--- src/rtl/random_range_sampler_pkg.sv ---
// Shared definitions for consumers of the free-running LFSR word stream:
// sampler FSM state encoding and default sizing.
package random_range_sampler_pkg;

  localparam int DEFAULT_WIDTH     = 16;
  localparam int DEFAULT_MAX_TRIES = 8;

  typedef enum logic [1:0] {
    IDLE   = 2'd0,
    PREP   = 2'd1,
    SAMPLE = 2'd2,
    HOLD   = 2'd3
  } samplerState_t;

endpackage

--- src/rtl/range_mask_gen.sv ---
// Leading-one smear: produces the smallest 2^k-1 mask that covers value.
module range_mask_gen #(
  parameter int WIDTH = 16
) (
  input  logic [WIDTH-1:0] value,
  output logic [WIDTH-1:0] mask
);

  logic seenOne;

  // NOTE: every variable gets a default at the top of always_comb so no path leaves it unassigned (no latch).
  always_comb begin
    seenOne = 1'b0;
    mask    = '0;
    for (int i = WIDTH - 1; i >= 0; i--) begin
      seenOne = seenOne | value[i];
      mask[i] = seenOne;
    end
  end

endmodule

--- src/rtl/random_range_sampler.sv ---
// Masked rejection sampler: converts LFSR words into an unbiased value in
// [0, bound) with a bounded retry count and a deterministic fallback.
module random_range_sampler
  import random_range_sampler_pkg::*;
#(
  parameter int WIDTH     = DEFAULT_WIDTH,
  parameter int MAX_TRIES = DEFAULT_MAX_TRIES,
  parameter int STRIDE    = 1
) (
  input  logic             iClock,
  input  logic             iResetN,
  input  logic [31:0]      iRandom,
  input  logic             iReq,
  input  logic [WIDTH-1:0] iBound,
  output logic             oReqReady,
  output logic [WIDTH-1:0] oValue,
  output logic             oValid,
  input  logic             iAck,
  output logic             oFallback
);

  localparam int TW = $clog2(MAX_TRIES + 1);
  localparam int SW = (STRIDE > 1) ? $clog2(STRIDE) : 1;

  samplerState_t    state;
  logic [WIDTH-1:0] bnd;
  logic [WIDTH-1:0] mask;
  logic [TW-1:0]    tryCount;
  logic [SW-1:0]    strideCnt;

  logic [WIDTH-1:0] bndMinusOne;
  logic [WIDTH-1:0] maskNext;
  logic [WIDTH-1:0] cand;

  // bnd-1 only matters for bnd >= 2; smaller bounds short-circuit in PREP.
  assign bndMinusOne = (bnd >= WIDTH'(2)) ? bnd - WIDTH'(1) : '0;
  assign cand        = iRandom[WIDTH-1:0] & mask;

  range_mask_gen #(.WIDTH(WIDTH)) uMaskGen (
    .value (bndMinusOne),
    .mask  (maskNext)
  );

  if (WIDTH < 32) begin : genUnusedRandom
    logic unusedRandomBits;
    assign unusedRandomBits = ^iRandom[31:WIDTH];
  end

  // NOTE: sequential state uses non-blocking assignments so every register samples pre-edge values.
  always_ff @(posedge iClock or negedge iResetN) begin
    if (!iResetN) begin
      state     <= IDLE;
      bnd       <= '0;
      mask      <= '0;
      tryCount  <= '0;
      strideCnt <= '0;
      oValue    <= '0;
      oValid    <= 1'b0;
      oFallback <= 1'b0;
      oReqReady <= 1'b1;
    end else begin
      case (state)
        IDLE: begin
          if (iReq) begin
            bnd       <= iBound;
            oReqReady <= 1'b0;
            state     <= PREP;
          end
        end

        PREP: begin
          mask      <= maskNext;
          tryCount  <= '0;
          strideCnt <= '0;
          if (bnd <= WIDTH'(1)) begin
            oValue    <= '0;
            oFallback <= 1'b0;
            oValid    <= 1'b1;
            state     <= HOLD;
          end else begin
            state <= SAMPLE;
          end
        end

        SAMPLE: begin
          if (strideCnt == '0) begin
            strideCnt <= SW'(STRIDE - 1);
            if (cand < bnd) begin
              oValue    <= cand;
              oFallback <= 1'b0;
              oValid    <= 1'b1;
              state     <= HOLD;
            end else if (tryCount == TW'(MAX_TRIES - 1)) begin
              // mask < 2*bnd, so cand - bnd is always inside the range.
              oValue    <= cand - bnd;
              oFallback <= 1'b1;
              oValid    <= 1'b1;
              state     <= HOLD;
            end else begin
              tryCount <= tryCount + TW'(1);
            end
          end else begin
            strideCnt <= strideCnt - SW'(1);
          end
        end

        HOLD: begin
          if (iAck) begin
            oValid    <= 1'b0;
            oReqReady <= 1'b1;
            state     <= IDLE;
          end
        end

        default: state <= IDLE;
      endcase
    end
  end

endmodule

--- config.mk ---
export PLATFORM = sky130hd
export DESIGN_NAME = random_range_sampler
export DESIGN_NICKNAME = d
export VERILOG_FILES = /design/src/rtl/random_range_sampler_pkg.sv /design/src/rtl/range_mask_gen.sv /design/src/rtl/random_range_sampler.sv
export SDC_FILE = /design/constraint.sdc
export NUM_CORES = 1
export LEC_CHECK = 0
export BUFFER_PORTS_ARGS = -buffer_cell sky130_fd_sc_hd__clkbuf_2
export CORE_MARGIN = 4
export CORE_UTILIZATION = 29
export DETAILED_ROUTE_END_ITERATION = 8
export GPL_TIMING_DRIVEN = 1
export SETUP_SLACK_MARGIN = 0.3
export SYNTH_ARGS = -nofsm -noshare
export SYNTH_HDL_FRONTEND = slang
export SYNTH_SLANG_ARGS = --single-unit
--- constraint.sdc ---
create_clock -name iClock -period 3.15 [get_ports iClock]
set_clock_uncertainty 0.1 [all_clocks]
set_input_delay 0.7875 -clock iClock [delete_from_list [all_inputs] [get_ports iClock]]
set_output_delay 0.7875 -clock iClock [all_outputs]
set_load 0.05 [all_outputs]
==> summary.txt, run 1 <==
Synth
  – Syn_area_per_cell: 9.57 µm²
  – Syn Inst Count: 426
  – Unique masters post-synth: 73
  – Synth Register Bits: 57
  – Yosys warnings: 0
  – Post-Syn Area: 0.00408 mm²
  – Synth async-reset ratio: 1.00
  – Number of synthesized flops with an enable pin: 0
  – Syn_nets: 503
  – Synth Flop Type: dfrtp_1
  – Sequential fraction of the synthesis area: 0.350

Routing
  – Initial drt markers: 240
  – Routed WL: 11.7 mm
  – DRC Markers: 0
  – Drt wl/cell: 16.1 µm
  – Final ANT Viol Nets: 0
  – Pre-antenna DRT Iters: 4
  – Vias per std cell: 5.11
  – Vias: 3698

STA
  – Setup_tns: 0 ns
  – Max Freq: 354 MHz
  – Worst hold margin: 0.339 ns
  – Final cycle utilization of the critical path: 0.896
  – Slew headroom: 0.536
  – Worst Tran Pin Value: 0.694 ns
  – Tmin final: 2.82 ns
  – RSZ-0062 raised after global routing: yes
  – Final setup viols: 0
  – Fin. Hold Viols: 0
  – Setup ws final: 0.329 ns
  – Fin. max-slew vios: 0

Clock tree
  – Clock buffer depth: 2
  – CTS H-tree lvls: 3
  – Hold buffers post-CTS: 0
  – CTS tree: yes
  – Clock latency on the worst-skew pair: 0.33 ns
  – Root Buffer: clkbuf_16
  – Clk slew on worst S/H paths: 0.05 ns
  – Sink Count: 57
  – CTS Buf Count: 9

Layout
  – Area Overhead vs Synth: 36.9%
  – Layout cells sized above 1: 0.371
  – Final std cells w/o fill: 724
  – Final instance area: 0.00558 mm²
  – Fin util: 0.404
  – Diodes inserted: 0
  – Nets: 616

Global routing
  – Initial antenna violation count: 0
  – Largest net degree at the start of global routing: 21
  – Global-route wire length before repair: 18.7 mm
  – Gr usage total: 0.144
  – Number of global-route vias before repair: 3672
  – Gr ovfl total: 0

Power
  – Pwr dens: 1200 mW/mm²
  – LEAKAGE: 2.43 nW
  – Worst VDD drop: 306 µV
  – Total power: 6.72 mW

Die
  – Die Span Y: 127 µm
  – Initial core utilization: 0.295
  – Die area: 0.0160 mm²
  – FP Rows: 43
  – Die Wd: 127 µm
  – Core footprint: 0.0138 mm²
  – IO Pins: 71

Outcome
  – Status: finished, final reports clean

Worst setup path
  – Biggest fanout along the worst timing path: 8
  – CP max stage delay: 0.36 ns
  – Cell family with most CP delay: compound AO/OA/AOI/OAI gates
  – CP Launch Type: input pin
  – Required @ worst endpoint: 3.26 ns
  – CP Buf/Inv Count: 3
  – Critical-path cell list: clkbuf_2 > and2_1 > ha_4 > a21o_1 > or3_4 > o21ai_4 > a21oi_4 > buf_6 > buf_4 > and3_4 > a221o_1
  – CP Capture Type: flip-flop
  – Worst path slowest cell: or3_4
  – Critical path type: input pin to flip-flop
  – Arrival time at the worst endpoint: 2.94 ns

Place
  – Placed Area: 0.00501 mm²
  – HPWL after detailed placement: 9.25 mm
  – Placed Cells: 698
  – Pre-CTS WS: -0.171 ns
  – PortBufs: 54
  – Placer congestion estimate: 0.823

Run
  – Max-Cap Viols: 0

Worst hold path
  – HP Class: input pin to async pin
## power by group
group          internal (mW)  switching [mW]  leakage, nW
sequential              1.04           0.295        0.689
combinational           2.00            2.40         1.59
clock                  0.632           0.350        0.145
## registers in the layout, indices dropped and copies added, names as in the netlist
register	cells
oValue	16
tryCount	4
bnd	16
oValid	1
state	2
oFallback	1
mask	16
oReqReady	1
## Yosys cell counts (all sizes together) (3+ instances only)
| cell type | n | share of area |
|---|---|---|
| a211oi | 4 | 0.0074 |
| nor2 | 23 | 0.022 |
| clkbuf | 8 | 0.0074 |
| dfrtp | 56 | 0.34 |
| nand4 | 9 | 0.015 |
| a21o | 7 | 0.013 |
| o21ai | 28 | 0.037 |
| a21oi | 19 | 0.023 |
| a31oi | 9 | 0.014 |
| nor2b | 6 | 0.0092 |
| or3 | 6 | 0.0095 |
| ha | 24 | 0.074 |
| and2 | 14 | 0.021 |
| o21a | 6 | 0.011 |
| xnor2 | 17 | 0.037 |
| o31ai | 15 | 0.031 |
| nor4b | 4 | 0.0086 |
| nand2b | 5 | 0.0077 |
| nand2 | 28 | 0.026 |
| nor4 | 4 | 0.015 |
| inv | 26 | 0.024 |
| a311oi | 3 | 0.0064 |
| a41o | 3 | 0.0074 |
| buf | 7 | 0.013 |
| nand3 | 7 | 0.0086 |
| o211ai | 3 | 0.0055 |
| mux2i | 9 | 0.022 |
| nor3 | 11 | 0.016 |
| mux2 | 20 | 0.056 |
| o2bb2ai | 6 | 0.013 |
## cell families (layout without fill, tap and decap cells)
group	count (synthesis)	count (layout)	share of synthesized area
compound gates	126	126	0.225
buf+inv	42	160	0.0454
mux	29	29	0.0782
simple gates	128	128	0.182
flops	57	57	0.350
fa+ha+maj	25	25	0.0786
xor+xnor	19	19	0.0408
## worst paths after layout
| path | slack [ns] | from | to | cells after the start |
|---|---|---|---|---|
| max | 0.33 | iRandom[9] | oValue[13]$_DFFE_PN0P_ | 11 |
| min | 0.34 | iResetN | oValue[8]$_DFFE_PN0P_ | 1 |
| max reg2reg | 0.39 | bnd[5]$_DFFE_PN0P_ | oValue[13]$_DFFE_PN0P_ | 11 |
| min reg2reg | 0.37 | mask[4]$_DFFE_PN0P_ | mask[4]$_DFFE_PN0P_ | 1 |
| max in group asynchronous | 1.95 | iResetN | bnd[9]$_DFFE_PN0P_ | 2 |
| min in group iClock | 0.37 | mask[4]$_DFFE_PN0P_ | mask[4]$_DFFE_PN0P_ | 1 |
## per-layer routing
metal | part of all wire | wire length (µm) | track usage | vias up
met2 | 0.48 | 5620 | 0.241 | 78
met5 | 0 | 0 | 0 | -
met4 | 0.0081 | 94 | 0.0385 | 0
li1 | - | - | - | 1822
met3 | 0.039 | 456 | 0.0291 | 8
met1 | 0.47 | 5490 | 0.191 | 1790
## area by class of cell
class	count	area, µm²
inverters	27	101
clock buffers	11	243
multi-input cells	327	2720
flip-flops and latches	57	1430
repair buffers	117	802
clock inverters	5	56.3
well taps	180	225
fillers	1366	8240
## cell usage in the layout, fill, tap and decap left out, types with 9 or more instances in the layout
| master | count |
|---|---|
| buf_4 | 57 |
| clkbuf_2 | 53 |
| dfrtp_1 | 52 |
| nand2_1 | 27 |
| inv_1 | 25 |
| o21ai_0 | 25 |
| nor2_1 | 22 |
| a21oi_1 | 18 |
| ha_1 | 18 |
| mux2_2 | 17 |
| xnor2_1 | 17 |
| and2_1 | 12 |
| o31ai_1 | 10 |
| a31oi_1 | 9 |
| clkbuf_16 | 9 |
## repair_timing
item / 4_1_cts / 5_1_grt
setup buffers: 3 / 7
endpoints found under the setup margin: 23 / 27
resized for setup: 10 / 36
pin swaps: 3 / 24
No activity file was read; power rests on OpenSTA's default activity.
==> inputs of run 2 (changes only) <==
Settings changed: ABC_AREA from default to 1, PLACE_DENSITY from default to 0.56.
==> summary.txt, run 2 <==
Layout
  – Commonest non-fill, non-tap cell in the layout: nand2_1 (was buf_4)
  – Commonest non-fill, non-tap cells in the layout: 127 x nand2_1, 67 x inv_1, 56 x dfrtp_1, 54 x clkbuf_2, 50 x nor2_1 (was 57 x buf_4, 53 x clkbuf_2, 52 x dfrtp_1, 27 x nand2_1)
  – Fillcell total: 1402 (was 1366)
  – FF/Latch Area: 0.00143 mm² (about the same)
  – Nets: 684 (was 616)
  – Multi-input logic area: 0.00227 mm² (was 0.00272 mm²)
  – Area Overhead vs Synth: 22.8% (was 36.9%)
  – Final instance area: 0.00490 mm² (was 0.00558 mm²)
  – Layout cells sized above 1: 0.225 (was 0.371)
  – Largest regs: bnd x16, mask x16, oValue x16 (unchanged)
  – Diodes inserted: 0 (unchanged)

Worst setup path
  – Cell family with most CP delay: simple AND/OR/NAND/NOR gates (was compound AO/OA/AOI/OAI gates)
  – CP Capture Type: flip-flop (unchanged)
  – Worst-case reg-to-reg path depth: 17 (was 11)
  – CP most frequent cell: nand2_1
  – CP max stage delay: 0.34 ns (was 0.36 ns)
  – CP Buf/Inv Count: 2 (was 3)
  – WP depth: 19 (was 11)
  – CP Launch Type: input pin (unchanged)
  – Arrival time at the worst endpoint: 2.85 ns (was 2.94 ns)
  – Critical path type: input pin to flip-flop (unchanged)
  – Critical-path cell list: clkbuf_2 > nand2_1 > inv_1 > ha_1 > nand2_1 > o21ai_0 > nand2_1 > nand2_1 > nand2_1 > nand2_1 > nand2_1 > nand2_1 > nand2_1 > nand2_1 > nand2_1 > a21o_1 > nand3_1 > nand3_1 > o21ai_1 (was clkbuf_2 > and2_1 > ha_4 > a21o_1 > or3_4 > o21ai_4 > a21oi_4 > buf_6 > buf_4 > and3_4 > a221o_1)
  – CP Launch Point: iRandom[2] (was iRandom[9])
  – R2R Path Start: bnd[2]$_DFFE_PN0P_ (was bnd[5]$_DFFE_PN0P_)
  – Required @ worst endpoint: 3.31 ns (was 3.26 ns)
  – Worst path slowest cell: ha_1 (was or3_4)
  – Biggest fanout along the worst timing path: 4 (was 8)

Synth
  – Synth area leader: dfrtp_1 (unchanged)
  – Cell with the most instances after synthesis: nand2_1 (was dfrtp_1)
  – Syn Inst Count: 539 (was 426)
  – Number of synthesized flops with an enable pin: 0 (unchanged)
  – Synth Flop Type: dfrtp_1 (unchanged)
  – Top area cells in the synthesized netlist: dfrtp_1 35%, nand2_1 12%, ha_1 7.5%, inv_1 6.4%, a21oi_1 5.3% (was dfrtp_1 34%, ha_1 7.4%, mux2_2 5.2%, xnor2_1 3.7%, o21ai_0 3.2%)
  – Sequential fraction of the synthesis area: 0.358 (was 0.350)
  – Top cells by count, synth: 130 x nand2_1, 68 x inv_1, 56 x dfrtp_1 (was 56 x dfrtp_1, 28 x nand2_1, 26 x inv_1, 26 x o21ai_0, 24 x ha_1)
  – Synth async-reset ratio: 1.00 (unchanged)
  – Syn_nets: 616 (was 503)
  – Unique masters post-synth: 45 (was 73)
  – Yosys warnings: 0 (unchanged)
  – Share of the synthesized area in the top cell type: 0.351 (was 0.344)
  – Post-Syn Area: 0.00399 mm² (was 0.00408 mm²)
  – Synth Register Bits: 57 (unchanged)
  – Syn_area_per_cell: 7.40 µm² (was 9.57 µm²)

STA
  – Setup_tns: 0 ns (unchanged)
  – Max Freq: 373 MHz (was 354 MHz)
  – Fin. max-slew vios: 0 (unchanged)
  – Tmin final: 2.68 ns (was 2.82 ns)
  – RSZ-0062 raised after global routing: yes (unchanged)
  – Final setup viols: 0 (unchanged)
  – Setup ws final: 0.468 ns (was 0.329 ns)
  – Slew headroom: 0.349 (was 0.536)
  – Final cycle utilization of the critical path: 0.851 (was 0.896)
  – Fin. Hold Viols: 0 (unchanged)
  – Worst Tran Pin Value: 0.973 ns (was 0.694 ns)

Clock tree
  – CTS H-tree lvls: 3 (unchanged)
  – Clock latency on the worst-skew pair: 0.34 ns (was 0.33 ns)
  – CTS Buf Count: 9 (unchanged)
  – Clk slew on worst S/H paths: 0.05 ns (about the same)
  – Clock buffer depth: 2 (unchanged)
  – Post-CTS resize count: 0 (was 10)
  – Root Buffer: clkbuf_16 (unchanged)
  – Sink Count: 57 (unchanged)
  – Postcts setup bufs: 0 (was 3)
  – CTS tree: yes (unchanged)
  – Hold buffers post-CTS: 0 (unchanged)

Run
  – Max-Cap Viols: 0 (unchanged)

Global routing
  – GRT met3 Usage: 0.0247 (was 0.0291)
  – Gr usage total: 0.137 (was 0.144)
  – Number of global-route vias before repair: 3502 (was 3672)
  – Gr ovfl total: 0 (unchanged)
  – Busiest grt layer: met2 (unchanged)
  – GR Layer Usage met2: 0.213 (was 0.241)
  – Initial antenna violation count: 0 (unchanged)
  – Largest net degree at the start of global routing: 33 (was 21)
  – Met1 GRT Util: 0.185 (was 0.191)
  – Global-route wire length before repair: 17.3 mm (was 18.7 mm)

Power
  – LEAKAGE: 2.45 nW (was 2.43 nW)
  – Worst VDD drop: 320 µV (was 306 µV)
  – Pwr dens: 1020 mW/mm² (was 1200 mW/mm²)

Die
  – FP Rows: 42 (was 43)
  – Die Wd: 125 µm (was 127 µm)
  – Die area: 0.0157 mm² (was 0.0160 mm²)
  – IO Pins: 71 (unchanged)
  – Core footprint: 0.0133 mm² (was 0.0138 mm²)
  – Die Span Y: 125 µm (was 127 µm)
  – Initial core utilization: 0.299 (was 0.295)

Place
  – HPWL after detailed placement: 8.33 mm (was 9.25 mm)
  – PortBufs: 54 (unchanged)
  – Pre-CTS WS: 0.00651 ns (was -0.171 ns)
  – Placed Area: 0.00455 mm² (was 0.00501 mm²)
  – Placer congestion estimate: 0.882 (was 0.823)

Worst hold path
  – Hold wc startpoint: oValue[9]$_DFFE_PN0P_
  – HP Class: flip-flop to flip-flop (was input pin to async pin)
  – Hold Path Stages: 2

Routing
  – Initial drt markers: 208 (was 240)
  – Drt wl/cell: 13.4 µm (was 16.1 µm)
  – Vias: 3622 (was 3698)
  – Vias per std cell: 4.61 (was 5.11)
  – DRC Markers: 0 (unchanged)
  – Pre-antenna DRT Iters: 4 (unchanged)
  – Routed WL: 10.6 mm (was 11.7 mm)
  – Final ANT Viol Nets: 0 (unchanged)

Outcome
  – Status: finished, final reports clean (unchanged)
run 2: cell count changes in the layout (fill, tap and decap cells not counted), sizes merged, moves of 20 or more:
cell / before / now
nor2: 23 / 68
a21oi: 19 / 43
mux2: 20 / 0
nand2: 28 / 136
inv: 26 / 69
buf: 64 / 17
run 2: area by class of cell:
type | instances | area share
multi-input cells | 398 | 0.464
flip-flops and latches | 57 | 0.291
repair buffers | 72 | 0.0889
inverters | 69 | 0.0529
clock buffers | 10 | 0.0488
well taps | 176 | 0.0449
clock inverters | 4 | 0.00919
run 2: cells by family (layout without fill, tap and decap cells):
group           after synthesis  count (layout)  share of synthesized area
buf+inv                      84             155                     0.0837
xor+xnor                      8               8                     0.0176
simple gates                253             253                      0.304
flops                        57              57                      0.358
compound gates              112             112                      0.157
fa+ha+maj                    25              25                     0.0803
run 2: worst paths after layout:
| kind | to | slack (ns) |
|---|---|---|
| worst max-delay path | oValue[11]$_DFFE_PN0P_ | 0.47 |
| worst min-delay path | oValue[9]$_DFFE_PN0P_ | 0.38 |
| worst max register to register | oValue[11]$_DFFE_PN0P_ | 0.47 |
| worst min register to register | oValue[9]$_DFFE_PN0P_ | 0.38 |
| max in group asynchronous | oValue[15]$_DFFE_PN0P_ | 1.81 |
| min in group asynchronous | oValue[14]$_DFFE_PN0P_ | 0.44 |
run 2: routing by layer:
layer | routed length, µm | part of all wire | up-vias
li1 | - | - | 1920
met1 | 5030 | 0.48 | 1624
met2 | 4830 | 0.46 | 65
met3 | 476 | 0.045 | 13
met4 | 212 | 0.020 | 0
met5 | 0 | 0 | -
run 2: power by group:
group / total (mW) / switching, mW / internal, mW
clock: 0.954 / 0.335 / 0.618
combinational: 2.83 / 1.84 / 0.992
sequential: 1.24 / 0.238 / 1.00
run 2: through the flow:
| step | total power [mW] | utilization | hold slack [ns] | instances |
|---|---|---|---|---|
| final | 5.02 | 0.367 | 0.378 | 786 |
| after global routing | 5.48 | 0.367 | 0.409 | 786 |
| after CTS | 4.96 | 0.362 | 0.387 | 785 |
| after detailed placement | 3.97 | 0.341 | 0.374 | 771 |
| after global placement | 3.93 | 0.341 | 0.365 | 771 |
| after floorplan | 3.23 | - | 0.349 | 539 |
run 2: worst register-to-register path, stage by stage, from the launching register on:
cell     delay (ns)
dfrtp_1        0.48
inv_1          0.13
ha_1           0.37
nand2_1        0.07
o21ai_0        0.25
nand2_1        0.13
nand2_1        0.09
nand2_1        0.06
nand2_1        0.12
nand2_1        0.07
nand2_1        0.12
nand2_1        0.07
nand2_1        0.09
nand2_1        0.07
a21o_1         0.16
nand3_1        0.06
nand3_1        0.07
o21ai_1        0.11
